## src/rtl/fsm_stim_gen_pkg.sv

```systemverilog
// Shared types and constants for the serial stimulus generator and its
// shadow model of the 5-state Moore detector.
package fsm_stim_gen_pkg;

   localparam int MAX_LEN_DEFAULT = 8;

   typedef enum logic [2:0] {
      S0 = 3'd0,
      S1 = 3'd1,
      S2 = 3'd2,
      S3 = 3'd3,
      S4 = 3'd4
   } det_state_t;

   typedef enum logic [1:0] {
      IDLE  = 2'd0,
      SHIFT = 2'd1,
      DONE  = 2'd2
   } ctrl_state_t;

endpackage

```

## src/rtl/fsm5_model.sv

```systemverilog
// Combinational next-state and output logic of the 5-state Moore detector,
// usable both as the generator's shadow and as a reference elsewhere.
module fsm5_model
   import fsm_stim_gen_pkg::*;
(
   input  det_state_t state,
   input  logic       x,
   output det_state_t next_state,
   output logic       y
);

   always_comb begin
      next_state = S0;
      unique case (state)
         S0: next_state = x ? S1 : S0;
         S1: next_state = x ? S4 : S2;
         S2: next_state = x ? S0 : S3;
         S3: next_state = x ? S3 : S4;
         S4: next_state = x ? S2 : S1;
         // Unused encodings recover to the initial state
         default: next_state = S0;
      endcase
   end

   assign y = (state == S0);

endmodule

```

## src/rtl/fsm_stim_gen.sv

```systemverilog
// Serialises a pattern MSB first for the Moore detector while tracking the
// state that detector should be in after each bit that has been sent.
module fsm_stim_gen
   import fsm_stim_gen_pkg::*;
#(
   parameter int MAX_LEN = MAX_LEN_DEFAULT
) (
   input  logic               clk,
   input  logic               reset,
   input  logic               start,
   input  logic [MAX_LEN-1:0] pattern,
   input  logic [3:0]         len,
   output logic               x,
   output logic               x_valid,
   output logic               busy,
   output logic               done,
   output logic               err,
   output logic [2:0]         pred_state,
   output logic               pred_y
);

   ctrl_state_t        state;
   ctrl_state_t        next_state;
   logic [MAX_LEN-1:0] shreg;
   logic [3:0]         count;
   det_state_t         pred;
   det_state_t         pred_next;
   logic               err_q;
   logic               len_ok;
   logic               accept;
   logic               reject;

   assign len_ok = (len != 4'd0) && ({28'd0, len} <= 32'(MAX_LEN));
   assign accept = (state == IDLE) && start && len_ok;
   assign reject = (state == IDLE) && start && !len_ok;

   always_comb begin
      next_state = state;
      unique case (state)
         IDLE:    if (accept) next_state = SHIFT;
         SHIFT:   if (count == 4'd1) next_state = DONE;
         DONE:    next_state = IDLE;
         default: next_state = IDLE;
      endcase
   end

   // The shadow advances on the very bit presented on x, so it always
   // reflects the bits the detector has already consumed.
   always_ff @(posedge clk) begin
      if (reset) begin
         state <= IDLE;
         shreg <= '0;
         count <= 4'd0;
         pred  <= S0;
         err_q <= 1'b0;
      end else begin
         state <= next_state;
         err_q <= reject;
         if (accept) begin
            shreg <= pattern;
            count <= len;
            pred  <= S0;
         end else if (state == SHIFT) begin
            shreg <= {shreg[MAX_LEN-2:0], 1'b0};
            count <= count - 4'd1;
            pred  <= pred_next;
         end
      end
   end

   fsm5_model u_model (
      .state      (pred),
      .x          (x),
      .next_state (pred_next),
      .y          (pred_y)
   );

   assign x_valid    = (state == SHIFT);
   assign x          = (state == SHIFT) && shreg[MAX_LEN-1];
   assign busy       = (state != IDLE);
   assign done       = (state == DONE);
   assign err        = err_q;
   assign pred_state = pred;

endmodule

```

## config.mk

```make
export PLATFORM = sky130hd
export DESIGN_NAME = fsm_stim_gen
export DESIGN_NICKNAME = d
export VERILOG_FILES = /design/src/rtl/fsm_stim_gen_pkg.sv /design/src/rtl/fsm5_model.sv /design/src/rtl/fsm_stim_gen.sv
export SDC_FILE = /design/constraint.sdc
export NUM_CORES = 1
export LEC_CHECK = 0
export ABC_CLOCK_PERIOD_IN_PS = 3730
export BUFFER_PORTS_ARGS = -buffer_cell sky130_fd_sc_hd__buf_2
export CAP_MARGIN = 20
export CORE_ASPECT_RATIO = 1.5
export CORE_UTILIZATION = 45
export CTS_CLUSTER_DIAMETER = 200
export DETAILED_ROUTE_END_ITERATION = 12
export GPL_TIMING_DRIVEN = 0
export PLACE_DENSITY = 0.72
export SYNTH_ARGS = -nofsm -noshare
export SYNTH_HDL_FRONTEND = slang
export SYNTH_SLANG_ARGS = --single-unit
```

## constraint.sdc

```tcl
create_clock -name clk -period 3.73 [get_ports clk]
set_input_delay 0.5595 -clock clk [delete_from_list [all_inputs] [get_ports clk]]
set_output_delay 0.5595 -clock clk [all_outputs]
set_load 0.005 [all_outputs]
```

# [After elaboration in Yosys (flattened, before gate mapping)]
# Index checks and enable logic that the tools add are counted.
[word_totals] ff_bits=18 latch_bits=0 mem_bits_rw=0 mem_bits_ro=0 input_bits=15 out_inout_bits=9 word_cells=42 memories=0
[op_classes] addsub=1 n_mul=0 div=0 n_lt_le_gt_ge=1 n_eq_ne=9 n_shift=0 muxes=13 bitwise_logic=0 n_reduce_logical=13
[op_table] cell="two-way mux 8 bit" count=2
[op_table] cell="one-hot mux 3 bit (5 select lines)" count=1
[op_table] cell="two-way mux 2 bit" count=4
[op_table] cell="two-way mux 4 bit" count=2
[op_table] cell="equality test 3 x 2 -> 1 bit, second input constant" count=2
[op_table] cell="two-way mux 3 bit" count=2
[op_table] cell="logical AND 1 bit" count=5
[op_table] cell="equality test 4 x 1 -> 1 bit, second input constant" count=1
[op_table] cell="<= comparator 4 bit, second input constant" count=1
[op_table] cell="one-hot mux 2 bit (2 select lines)" count=1
[op_table] cell="nonzero test 2 bit" count=2
[op_table] cell="nonzero test 4 bit" count=1
[op_table] cell="subtractor 4 x 1 -> 4 bit, second input constant" count=1
[op_table] cell="equality test 3 x 1 -> 1 bit, second input constant" count=1
[op_table] cell="equality test 3 bit, second input constant" count=1
[op_table] cell="zero test 3 bit" count=1
[op_table] cell="equality test 2 x 1 -> 1 bit, second input constant" count=1
[op_table] cell="equality test 2 bit, second input constant" count=1
[op_table] cell="zero test 2 bit" count=1
[op_table] cell="inequality test 2 x 1 -> 1 bit, second input constant" count=1
[op_table] cell="inequality test 2 bit, second input constant" count=1
[op_table] cell="AND reduction 2 bit" count=1
[op_table] cell="OR reduction 2 bit" count=1
[op_table] cell="zero test 1 bit" count=1
[op_table] cell="two-way mux 1 bit" count=1

# [Longest topological paths before layout]
# Gate-level depths: netlist of the first run.
[depth] ltp_word=5 ltp_mapped=7 ltp_nobuf=5

# [Hierarchy]
# Synthesis of the first run repeated with hierarchy kept, for this count alone.
[unflattened] hier_cells=114 area_unflattened_um2=984.7
[by_module_without_submodules] module="fsm_stim_gen" n_inst=1 cells_each=102 area_per_inst_um2=887.1 seq_area_each_um2=360.3
[by_module_without_submodules] module="fsm5_model" n_inst=1 cells_each=12 area_per_inst_um2=97.6 seq_area_each_um2=0.0

# [Least setup slack after synthesis of the first run]
# OpenSTA, ideal clock, no wires.
[synth_path] path_kind="register to output" start="reg state[1]" end="out x" t_arrival_ns=1.162 path_slack_ns=2.009 stages_incl_launch_ff=6 n_path_buf=2 cell_sequence="dfxtp_1 nand2b_4 buf_6 inv_1 clkbuf_1 and2_1"
[synth_via] elab_chain_len=2
[synth_lines] item="start, declared" line_no="fsm_stim_gen.sv:22" source="ctrl_state_t state;"
[synth_lines] item="start signal, assigned" line_no="fsm_stim_gen.sv:57" source="state <= next_state;"
[synth_lines] item="equality test 2 x 1 -> 1 bit"
[synth_lines] item="named net x_valid" line_no="fsm_stim_gen.sv:14" source="output logic x_valid,"
[synth_lines] item="logical AND 1 bit" line_no="fsm_stim_gen.sv:79" source="assign x = (state == SHIFT) && shreg[MAX_LEN-1];"
[synth_lines] item="end, declared" line_no="fsm_stim_gen.sv:13" source="output logic x,"
# The timed path passes the listed nets, and every way through them passes these cells.

# [Final worst setup path of the first run]
[layout_path] start="reg state[1]" end="out x"
[layout_via] elab_chain_len=2
[layout_lines] item="equality test 2 x 1 -> 1 bit" line_no="fsm_stim_gen.sv:79"
[layout_lines] item="logical AND 1 bit" line_no="fsm_stim_gen.sv:79"
# No other way between the ends.

==> results by group, run 1 <==
STA
  – RSZ-0062 raised after global routing: no
  – Fin. max-slew vios: 0
  – Skew final: between 2 and 3 ps
  – Final Critical Period: 2346 ps
  – Slew @ Worst Pin: 535.4 ps
  – Setup WS post-layout: 1385 ps
  – FMAX: 426.3 MHz
  – Final setup viols: 0
  – Hold Fails Final Rpt: 0
  – Normalized max-slew margin: 64.31%
  – Period utilisation layout: 62.88%
  – Setup TNS: 0 ps

Route
  – Vias: between 900 and 1,000
  – Vias per cell: 5.584
  – ANT nets after route: 0
  – Drt total wl: roughly 2200 um
  – Drt initial violations: 32
  – Remaining DRCs: 1
  – Initial DRT Pass Iterations: 8
  – Drt wl/cell: between 10 and 15 um

Placement
  – DP HPWL: 1604 um
  – Final Wtd Congestion: 0.7812
  – Dpl cells: roughly 160
  – Number of I/O port buffers: 22
  – Pre-CTS setup slack: about 1700 ps

Worst hold path
  – Worst min path class: primary input to flip-flop
  – Hold wc startpoint: pattern[0]
  – Hold path cells: 3
  – WHS Endpoint: shreg[0]

Finish
  – Inserted Diodes: 0
  – Core Util, Final: 56.19%
  – Syn-to-layout area delta: 18.29%
  – Fin cells: between 150 and 200
  – Layout fillers: 212
  – Nets@finish: ~160
  – Proportion of layout cells with a drive suffix above 1: a little under a quarter

Worst setup path
  – Largest stage delay on the critical path: roughly 400 ps
  – CP Max Fanout: 10
  – Crit Path Category: flip-flop to primary output
  – Critical path arrival: around 1800 ps
  – Reg2reg start: state[1]
  – Nature of the critical path endpoint: primary output
  – Worst Setup SP: state[1]
  – CP cell instances: nand2b_4 > buf_6 > inv_1 > clkbuf_1 > and2_1 > buf_2
  – R2r worst-path depth: 6
  – Reg2reg end: shreg[3]
  – CP startpoint kind: flip-flop
  – R2r setup slk: 2090 ps
  – Critical Path RT: 3170 ps
  – Slowest cell on the critical path: clkbuf_1

Clocking
  – Clock Tree Buf Depth: 2
  – CTS sink count: 18
  – Clock Tree Root: clkbuf_4
  – H-Tree Depth: 1
  – Post_cts resized: 0
  – # Post-CTS Setup Buffers: 0
  – CTS tree: done
  – Clock transition at path regs: 110 ps
  – Cts bufs inserted: 3
  – # hold bufs at CTS: 0
  – Clock latency at the later pin of the worst-skew pair: 310 ps

Global routing
  – Pin count of the biggest net entering global routing: 11
  – Initial antenna violation count: 0
  – Total track usage: 22.47%
  – First-pass GRT wire length: 3650 um
  – Vias in the first global route: 874
  – Gr ovfl total: 0

Die
  – Starting Density: approximately 48%
  – Top-Level Pins: 24
  – Die ar.: 0.002305 mm^2
  – Die width: 39.54 um
  – Row count: 20
  – Die span in y: 58.30 um
  – Placeable Area: 0.002002 mm^2

Power
  – Pint: between 0.3 and 0.4 mW
  – Leak pwr: 0.4474 nW
  – Pwr/cell area: ~380 mW/mm^2
  – Power, Total: 0.4315 mW
  – Part of the power in registers: 50.6%
  – Clk pwr share: 29.0%
  – VDD IR max: 252.8 uV
  – Switch share: around 29%
  – P_sw: 0.1254 mW
  – Comb power frac: 20.4%

Synthesis
  – Most common cell in the netlist: nand2_1
  – Sequential element share of the synthesized area: 37.89%
  – Synth warnings: 0
  – Mapped cell area: 950.9 um^2
  – Synth top cells by count: nand2_1 (20), dfxtp_1 (18), nor2_1 (11)
  – Cell taking the most area after synthesis: dfxtp_1
  – Distinct cell type count after synthesis: 35
  – EDFF count, synth: 0
  – Cells after Synth: between 100 and 150
  – Syn Area/Cell: slightly above 8 um^2
  – Ranking of synthesized cells by area: dfxtp_1 (38%), nand2_1 (7.9%), a311oi_1 (7.4%)
  – Synth Net Count: between 100 and 150
  – Synth top area share: 37.89%
  – #FFs+latches synth: 18
  – Main synth FF type: dfxtp_1
  – Ys async rst share: 0%

Status
  – Failing checks: DRC
  – Status: finished with violations

Flow run
  – Max Cap Viol: 0
per-layer routing:
layer / track usage (%) / share of wire (%) / wire length (um)
met1: 26.88 / 44 / 984
met2: 37.70 / 50 / 1116
met3: 2.264 / 2.8 / 63
met4: 11.82 / 2.4 / 53
met5: 0 / 0 / 0
worst max-delay path: cells and delay by family (launching register included):
family	cells	cell delay, ps
flip-flops	1	350
buffers and inverters	4	790
AND/OR/NAND/NOR	2	330
how the worst max path moves through the flow:
stage / to / depth (start not counted)
2_1_floorplan: x / 5
3_3_place_gp: x / 6
3_5_place_dp: x / 6
4_1_cts: x / 6
5_1_grt: x / 6
6_report: x / 6
kinds of logic after synthesis:
kind of cell / count (synthesis) / synth area share, %
compound gates: 24 / 18.55
xor+xnor: 3 / 2.764
fa+ha+maj: 2 / 2.631
buf+inv: 13 / 6.579
flops: 18 / 37.90
simple gates: 58 / 31.58
per-stage QoR:
step	instance area, um^2	hold slack (ps)
4_1_cts	1125	475.5
6_report	1125	477.5
3_5_place_dp	1089	471.4
3_3_place_gp	1089	457.0
5_1_grt	1125	502.5
2_1_floorplan	950.9	448.1
power by group through the flow:
stage	combinational, mW	clock, mW	sequential (mW)
floorplan	0.0617	0	0.220
global placement	0.0850	0	0.222
detailed placement	0.0876	0	0.223
CTS	0.0883	0.129	0.218
global route	0.0991	0.134	0.221
finish	0.0878	0.125	0.219
state kept, by name, summed over array words and instances (netlist names):
| name | cells |
|---|---|
| shreg | 8 |
| count | 4 |
| pred_state | 3 |
| state | 2 |
| err | 1 |
layout by cell type, fill, tap and decap left out, types with 3 or more instances in the layout:
cell type  instances
buf_2             24
nand2_1           20
dfxtp_1           18
nor2_1            11
a311oi_1           8
a21oi_1            6
clkbuf_1           5
nor3_1             5
nand3_1            4
inv_1              3
and2_1             3
nor4b_1            3
clkbuf_4           3
area by class of cell:
cell class                 instances  area, um^2  share of cell area (%)
timing repair buffer              22       110.1                   9.789
clock buffer                       4       36.28                   3.226
tap                               22       27.53                   2.447
sequential                        18       360.3                   32.04
buffer                            10       51.30                   4.561
inverter                           3       11.26                   1.001
multi-input combinational         87       528.0                   46.94
Note: power is estimated with default switching activity, not from simulation.
==> run 2: changes to the inputs <==
- ABC_CLOCK_PERIOD_IN_PS: 3730 -> 2100
- PLACE_DENSITY: 0.72 -> 0.75
- clock period: 3.73 -> 2.1 ns (I/O delays scaled with it)
==> run 2 against run 1 <==
The run still ends with DRC left. First-iteration DRC count down 28%. Combinational power up 74%. Sequential share of layout area up 0.11 points. Utilization down 0.19 points. Die area unchanged. Global-route usage down 1.3 points. Non-clock buffer count down 1. Critical path type unchanged. Largest power group unchanged.
==> results by group, run 2 (synthesized netlist as in run 1, its figures left out) <==
Die
  – Starting Density: 47.50% (unchanged)
  – Row count: 20 (unchanged)
  – Top-Level Pins: 24 (unchanged)
  – Die width: 39.54 um (unchanged)
  – Placeable Area: 0.002002 mm^2 (unchanged)
  – Die span in y: 58.30 um (unchanged)
  – Die ar.: 0.002305 mm^2 (unchanged)

Global routing
  – Gr ovfl total: 0 (unchanged)
  – Initial antenna violation count: 0 (unchanged)
  – Vias in the first global route: 894 (+2.3%)
  – Total track usage: 21.13% (-1.3 points)
  – Pin count of the biggest net entering global routing: 11 (unchanged)
  – First-pass GRT wire length: 3546 um (-2.8%)

STA
  – Skew final: 3.879 ps (+1.133 ps)
  – Hold Worst Slack: 253.4 ps (-224.0 ps)
  – Period utilisation layout: approximately nine tenths
  – Slew @ Worst Pin: 493.7 ps (-41.68 ps)
  – Normalized max-slew margin: 67.09% (+2.8 points)
  – Final setup viols: 0 (unchanged)
  – Setup TNS: 0 ps (unchanged)
  – FMAX: around 540 MHz
  – RSZ-0062 raised after global routing: no
  – Final Critical Period: between 1500 and 2000 ps
  – Fin. max-slew vios: 0 (unchanged)
  – Hold Fails Final Rpt: 0 (unchanged)

Flow run
  – Max Cap Viol: 0 (unchanged)

Worst setup path
  – Critical path arrival: 1550 ps (-240 ps)
  – Critical Path RT: 1780 ps (-1390 ps)
  – CP startpoint kind: flip-flop
  – R2r worst-path depth: 5 (-1)
  – Largest stage delay on the critical path: 430 ps (+40 ps)
  – Reg2reg start: state[0]
  – Slowest cell on the critical path: dfxtp_1
  – CP cell instances: nand2b_4 > buf_6 > inv_1 > and2_1 > buf_2
  – CP Max Fanout: 15 (+5)
  – Reg2reg end: pred_state[0]
  – R2r setup slk: 530 ps (-1560 ps)
  – Crit Path Category: flip-flop to primary output
  – Nature of the critical path endpoint: primary output

Power
  – Clk pwr share: 28.9% (about the same)
  – Part of the power in registers: 51.0% (+0.4 points)
  – Switch share: 28.76% (-0.31 points)
  – VDD IR max: 422.4 uV (+67%)
  – Comb power frac: 20.1% (-0.3 points)
  – Pint: 0.5423 mW (+77%)
  – P_sw: 0.2189 mW (+75%)
  – Leak pwr: 0.4462 nW (-0.26%)
  – Pwr/cell area: 679.0 mW/mm^2 (+77%)

Finish
  – Number of flip-flops in the largest register: 8 (unchanged)
  – Core Util, Final: 56.00% (-0.19 points)
  – Inserted Diodes: 0 (unchanged)
  – Register with the highest flop count: shreg
  – Proportion of layout cells with a drive suffix above 1: 23.78% (+0.17 points)
  – Fin cells: 165 (-0.60%)
  – Most frequent cells in the layout: buf_2 (24), nand2_1 (20), dfxtp_1 (18)
  – Nets@finish: 161 (-0.62%)
  – Most common cell after layout, fill and taps aside: buf_2
  – Syn-to-layout area delta: 17.90%

Placement
  – DP HPWL: 1592 um (-0.77%)
  – Dpl cells: 162 (unchanged)
  – Number of I/O port buffers: 22 (unchanged)
  – Final Wtd Congestion: 0.8076 (+3.4%)

Clocking
  – Cts bufs inserted: 3 (unchanged)
  – Clock transition at path regs: 110 ps (about the same)
  – # hold bufs at CTS: 0 (unchanged)
  – CTS tree: done
  – Clock Tree Buf Depth: 2 (unchanged)
  – Clock latency at the later pin of the worst-skew pair: 300 ps (about the same)
  – H-Tree Depth: 1 (unchanged)
  – Post_cts resized: 0 (unchanged)
  – CTS sink count: 18 (unchanged)
  – # Post-CTS Setup Buffers: 0 (unchanged)
  – Clock Tree Root: clkbuf_4

Route
  – Initial DRT Pass Iterations: 8 (unchanged)
  – Drt total wl: 2145 um (-3.2%)
  – Vias per cell: 5.576 (-0.15%)
  – Vias: 920 (-0.76%)
  – Remaining DRCs: 1 (unchanged)
  – ANT nets after route: 0 (unchanged)
  – Drt initial violations: 23 (-28%)
  – Drt wl/cell: 13.00 um (-2.7%)

Worst hold path
  – Hold path cells: 3 (unchanged)
  – Worst min path class: primary input to flip-flop
  – WHS Endpoint: shreg[0]
  – Hold wc startpoint: pattern[0]

Status
  – Status: finished with violations
  – Failing checks: DRC
[run 2: cell types whose count changed in the layout (fill, tap and decap cells not counted)]
cell	change
clkbuf_1	-1
[run 2: worst max path at each step]
stage / start / end / slack (ps) / cells past startpoint
2_1_floorplan: state[1] / pred_state[0] / 610 / 5
3_3_place_gp: state[1] / x / 370 / 6
3_5_place_dp: state[1] / x / 350 / 6
4_1_cts: state[1] / x / 10 / 6
5_1_grt: state[0] / x / 120 / 5
6_report: state[0] / x / 230 / 5
[run 2: per-stage QoR]
| step | area [um^2] | power (mW) | setup slack [ps] |
|---|---|---|---|
| finish | 1121 | 0.7612 | 232.4 |
| global route | 1121 | 0.8002 | 122.0 |
| CTS | 1125 | 0.7659 | 13.06 |
| detailed placement | 1089 | 0.5500 | 352.4 |
| global placement | 1089 | 0.5442 | 371.7 |
| floorplan | 950.9 | 0.5009 | 608.4 |
[run 2: worst max-delay path, delay by kind of cell, from the launching register on]
family	cells	cell delay [ps]
buffers and inverters	3	570
DFF	1	430
and+or+nand+nor	2	260
[run 2: layout make-up]
| cell class | count | area [um^2] |
|---|---|---|
| fill | 202 | 880.8 |
| multi-input combinational | 87 | 528.0 |
| sequential | 18 | 360.3 |
| timing repair buffer | 22 | 110.1 |
| buffer | 9 | 47.55 |
| clock buffer | 4 | 36.28 |
| tap | 22 | 27.53 |
| inverter | 3 | 11.26 |
[run 2: layer usage]
layer  global-route usage, %  share of wire (%)
met3                   3.019                4.7
met5                       0                  0
met4                   8.374                1.5
met1                   23.97                 44
met2                   37.47                 50
[run 2: power groups by stage]
stage / clock network (mW) / registers [mW] / logic, mW
floorplan: 0 / 0.391 / 0.110
finish: 0.220 / 0.388 / 0.153
global placement: 0 / 0.394 / 0.150
detailed placement: 0 / 0.395 / 0.155
global route: 0.236 / 0.392 / 0.173
CTS: 0.222 / 0.388 / 0.156
==> run 3: changes to the inputs <==
- ABC_AREA: default -> 1
- PLACE_DENSITY: 0.75 -> 0.74
==> run 3 against run 2 <==
The run now ends clean. Critical path depth is 1 lower. Combinational power increased by 28%. Cell count increased by 32%. Sequential power about the same. Die area rose by 15%. Total power rose by 5.4%. Register-to-register slack better by 310 ps. Clock-buffer cell count stayed put.
==> results by group, run 3 <==
Die
  – Die width: 42.46 um (+7.4%)
  – Die ar.: 0.002661 mm^2 (+15%)
  – Row count: 21 (+5.0%)
  – Placeable Area: 0.002286 mm^2 (+14%)
  – Starting Density: 48.33% (+0.83 points)
  – Top-Level Pins: 24 (unchanged)
  – Die span in y: 62.69 um (+7.5%)

Route
  – Drt total wl: 2453 um (+14%)
  – Vias: 1,137 (+24%)
  – Drt wl/cell: 11.25 um (-13%)
  – ANT nets after route: 0 (unchanged)
  – Initial DRT Pass Iterations: 4 (-4)
  – Remaining DRCs: 0 (-1)
  – Drt initial violations: 29 (+26%)
  – Vias per cell: 5.216 (-6.5%)

Worst setup path
  – Nature of the critical path endpoint: primary output
  – Critical path arrival: 1290 ps (-260 ps)
  – Largest stage delay on the critical path: 400 ps (-30 ps)
  – CP cell instances: nand2_1 > inv_1 > buf_4 > buf_2
  – Reg2reg start: count[0]
  – Crit Path Category: flip-flop to primary output
  – Worst Setup SP: state[0]
  – Slowest cell on the critical path: dfxtp_1
  – Critical Path RT: 1780 ps (about the same)
  – CP Max Fanout: 10 (-5)
  – CP startpoint kind: flip-flop

Synthesis
  – Most common cell in the netlist: nand2_1
  – Main synth FF type: dfxtp_1
  – Cells after Synth: 168 (+42%)
  – Sequential element share of the synthesized area: 32.62% (-5.3 points)
  – Syn Area/Cell: 6.576 um^2 (-18%)
  – Ys async rst share: 0% (unchanged)
  – Synth top area share: 32.62% (-5.3 points)
  – Synth Net Count: 185 (+37%)
  – #FFs+latches synth: 18 (unchanged)
  – Synth top cells by count: nand2_1 (45), inv_1 (19), dfxtp_1 (18), nand3_1 (18), nor2_1 (16)
  – Distinct cell type count after synthesis: 26 (-26%)
  – Cell taking the most area after synthesis: dfxtp_1
  – EDFF count, synth: 0 (unchanged)
  – Mapped cell area: 0.001105 mm^2 (+16%)
  – Ranking of synthesized cells by area: dfxtp_1 (33%), nand2_1 (15%), nand3_1 (8.2%)
  – Synth warnings: 0 (unchanged)

Clocking
  – H-Tree Depth: 1 (unchanged)
  – CTS tree: done
  – Cts bufs inserted: 3 (unchanged)
  – CTS sink count: 18 (unchanged)
  – Post_cts resized: 0 (unchanged)
  – Clock latency at the later pin of the worst-skew pair: 310 ps (about the same)
  – Clock Tree Root: clkbuf_4
  – # hold bufs at CTS: 0 (unchanged)
  – Clock transition at path regs: 110 ps (about the same)
  – # Post-CTS Setup Buffers: 0 (unchanged)
  – Clock Tree Buf Depth: 2 (unchanged)

Finish
  – Layout fillers: 239 (+18%)
  – Multi-input gate area: 594.3 um^2 (+13%)
  – Number of flip-flops in the largest register: 8 (unchanged)
  – Register Area: 360.3 um^2 (unchanged)
  – Register with the highest flop count: shreg
  – Inserted Diodes: 0 (unchanged)
  – Most common cell after layout, fill and taps aside: nand2_1
  – Nets@finish: 213 (+32%)
  – Proportion of layout cells with a drive suffix above 1: 22.56% (-1.2 points)
  – Most frequent cells in the layout: nand2_1 (45), buf_2 (26), inv_1 (19)
  – Syn-to-layout area delta: 16.31%

Status
  – Status: finished, final reports clean

Power
  – P_sw: 0.2485 mW (+13%)
  – Comb power frac: 24.4% (+4.3 points)
  – Pwr/cell area: 624.5 mW/mm^2 (-8.0%)
  – Clk pwr share: 27.6% (-1.3 points)
  – Part of the power in registers: 48.0% (-3.0 points)
  – Leak pwr: 0.6471 nW (+45%)
  – Pint: 0.5541 mW (+2.2%)
  – Switch share: 30.96% (+2.2 points)
  – VDD IR max: 422.2 uV (about the same)

STA
  – Fin. max-slew vios: 0 (unchanged)
  – RSZ-0062 raised after global routing: no
  – Period utilisation layout: 76.50% (-12 points)
  – Final Critical Period: 1607 ps (-261.1 ps)
  – Skew final: 6.419 ps (+2.540 ps)
  – Slew @ Worst Pin: 487.6 ps (-6.164 ps)
  – Setup TNS: 0 ps (unchanged)
  – Hold Fails Final Rpt: 0 (unchanged)
  – Normalized max-slew margin: 67.50% (+0.41 points)
  – Final setup viols: 0 (unchanged)
  – FMAX: 622.5 MHz (+16%)
  – Hold Worst Slack: 238.2 ps (-15.25 ps)

Global routing
  – Gr ovfl total: 0 (unchanged)
  – Total track usage: 20.14% (-0.99 points)
  – Initial antenna violation count: 0 (unchanged)
  – Pin count of the biggest net entering global routing: 11 (unchanged)
  – Vias in the first global route: 992 (+11%)
  – First-pass GRT wire length: 4174 um (+18%)

Worst hold path
  – Hold wc startpoint: reset
  – Worst min path class: primary input to flip-flop

Placement
  – Number of I/O port buffers: 23 (+4.5%)
  – DP HPWL: 1895 um (+19%)
  – Final Wtd Congestion: 0.8082 (about the same)

Flow run
  – Max Cap Viol: 0 (unchanged)
## run 3: cell types whose count changed after synthesis, moves of 3 or more
cell / delta
a311oi_1: -8
a21oi_1: +9
nand4_1: +9
inv_2: +3
nand2_1: +25
nor4b_1: -3
nor2_1: +5
clkbuf_1: -4
inv_1: +16
nor3_1: -3
nand3_1: +14
and2_1: -3
## run 3: final timing paths
path,endpoint,slack [ps],depth (start not counted)
max,x_valid,490,4
min,shreg[0],240,2
max reg2reg,count[1],840,6
min reg2reg,shreg[0],490,2
## run 3: power by group through the flow
stage,logic [mW],clock network (mW),registers [mW]
final,0.196,0.221,0.385
after global routing,0.222,0.239,0.389
after CTS,0.197,0.223,0.385
after detailed placement,0.196,0,0.393
after global placement,0.191,0,0.392
after floorplan,0.146,0,0.389
## run 3: critical path, delay by kind of cell (launching register included)
family                 cells  cell delay [ps]
buffers and inverters      3              490
flip-flops                 1              400
AND/OR/NAND/NOR            1              100
## run 3: routing by layer
layer	wire [um]	part of all wire [%]	global-route usage, %
met5	0	0	0
met4	46	1.9	9.375
met2	1295	53	34.23
met3	84	3.4	3.179
met1	1026	42	24.10
## run 3: cell families after synthesis
| group | count (synthesis) | synth area share, % |
|---|---|---|
| AND/OR/NAND/NOR | 97 | 41.56 |
| buffers and inverters | 31 | 13.59 |
| XOR/XNOR | 1 | 0.7929 |
| flip-flops | 18 | 32.62 |
| AO/OA/AOI/OAI | 19 | 9.173 |
| adder cells (fa/ha/maj) | 2 | 2.265 |
## run 3: layout make-up
cell class              instances  area share [%]
inverters                      22           6.426
well taps                      23           2.240
clock buffers                   4           2.824
multi-input cells             119           46.25
repair buffers                 23           8.958
flip-flops and latches         18           28.04
plain buffers                   9           5.258
## run 3: through the flow
stage | setup slack [ps] | cell area, um^2 | total power, mW | instances | utilization (%)
after global routing | 384.7 | 1285 | 0.8502 | 218 | 56.21
after detailed placement | 725.7 | 1249 | 0.5890 | 214 | 54.63
after CTS | 494.7 | 1285 | 0.8048 | 218 | 56.21
after floorplan | 942.6 | 1105 | 0.5351 | 168 | -
after global placement | 807.1 | 1249 | 0.5831 | 214 | 54.63
final | 493.5 | 1285 | 0.8025 | 218 | 56.21
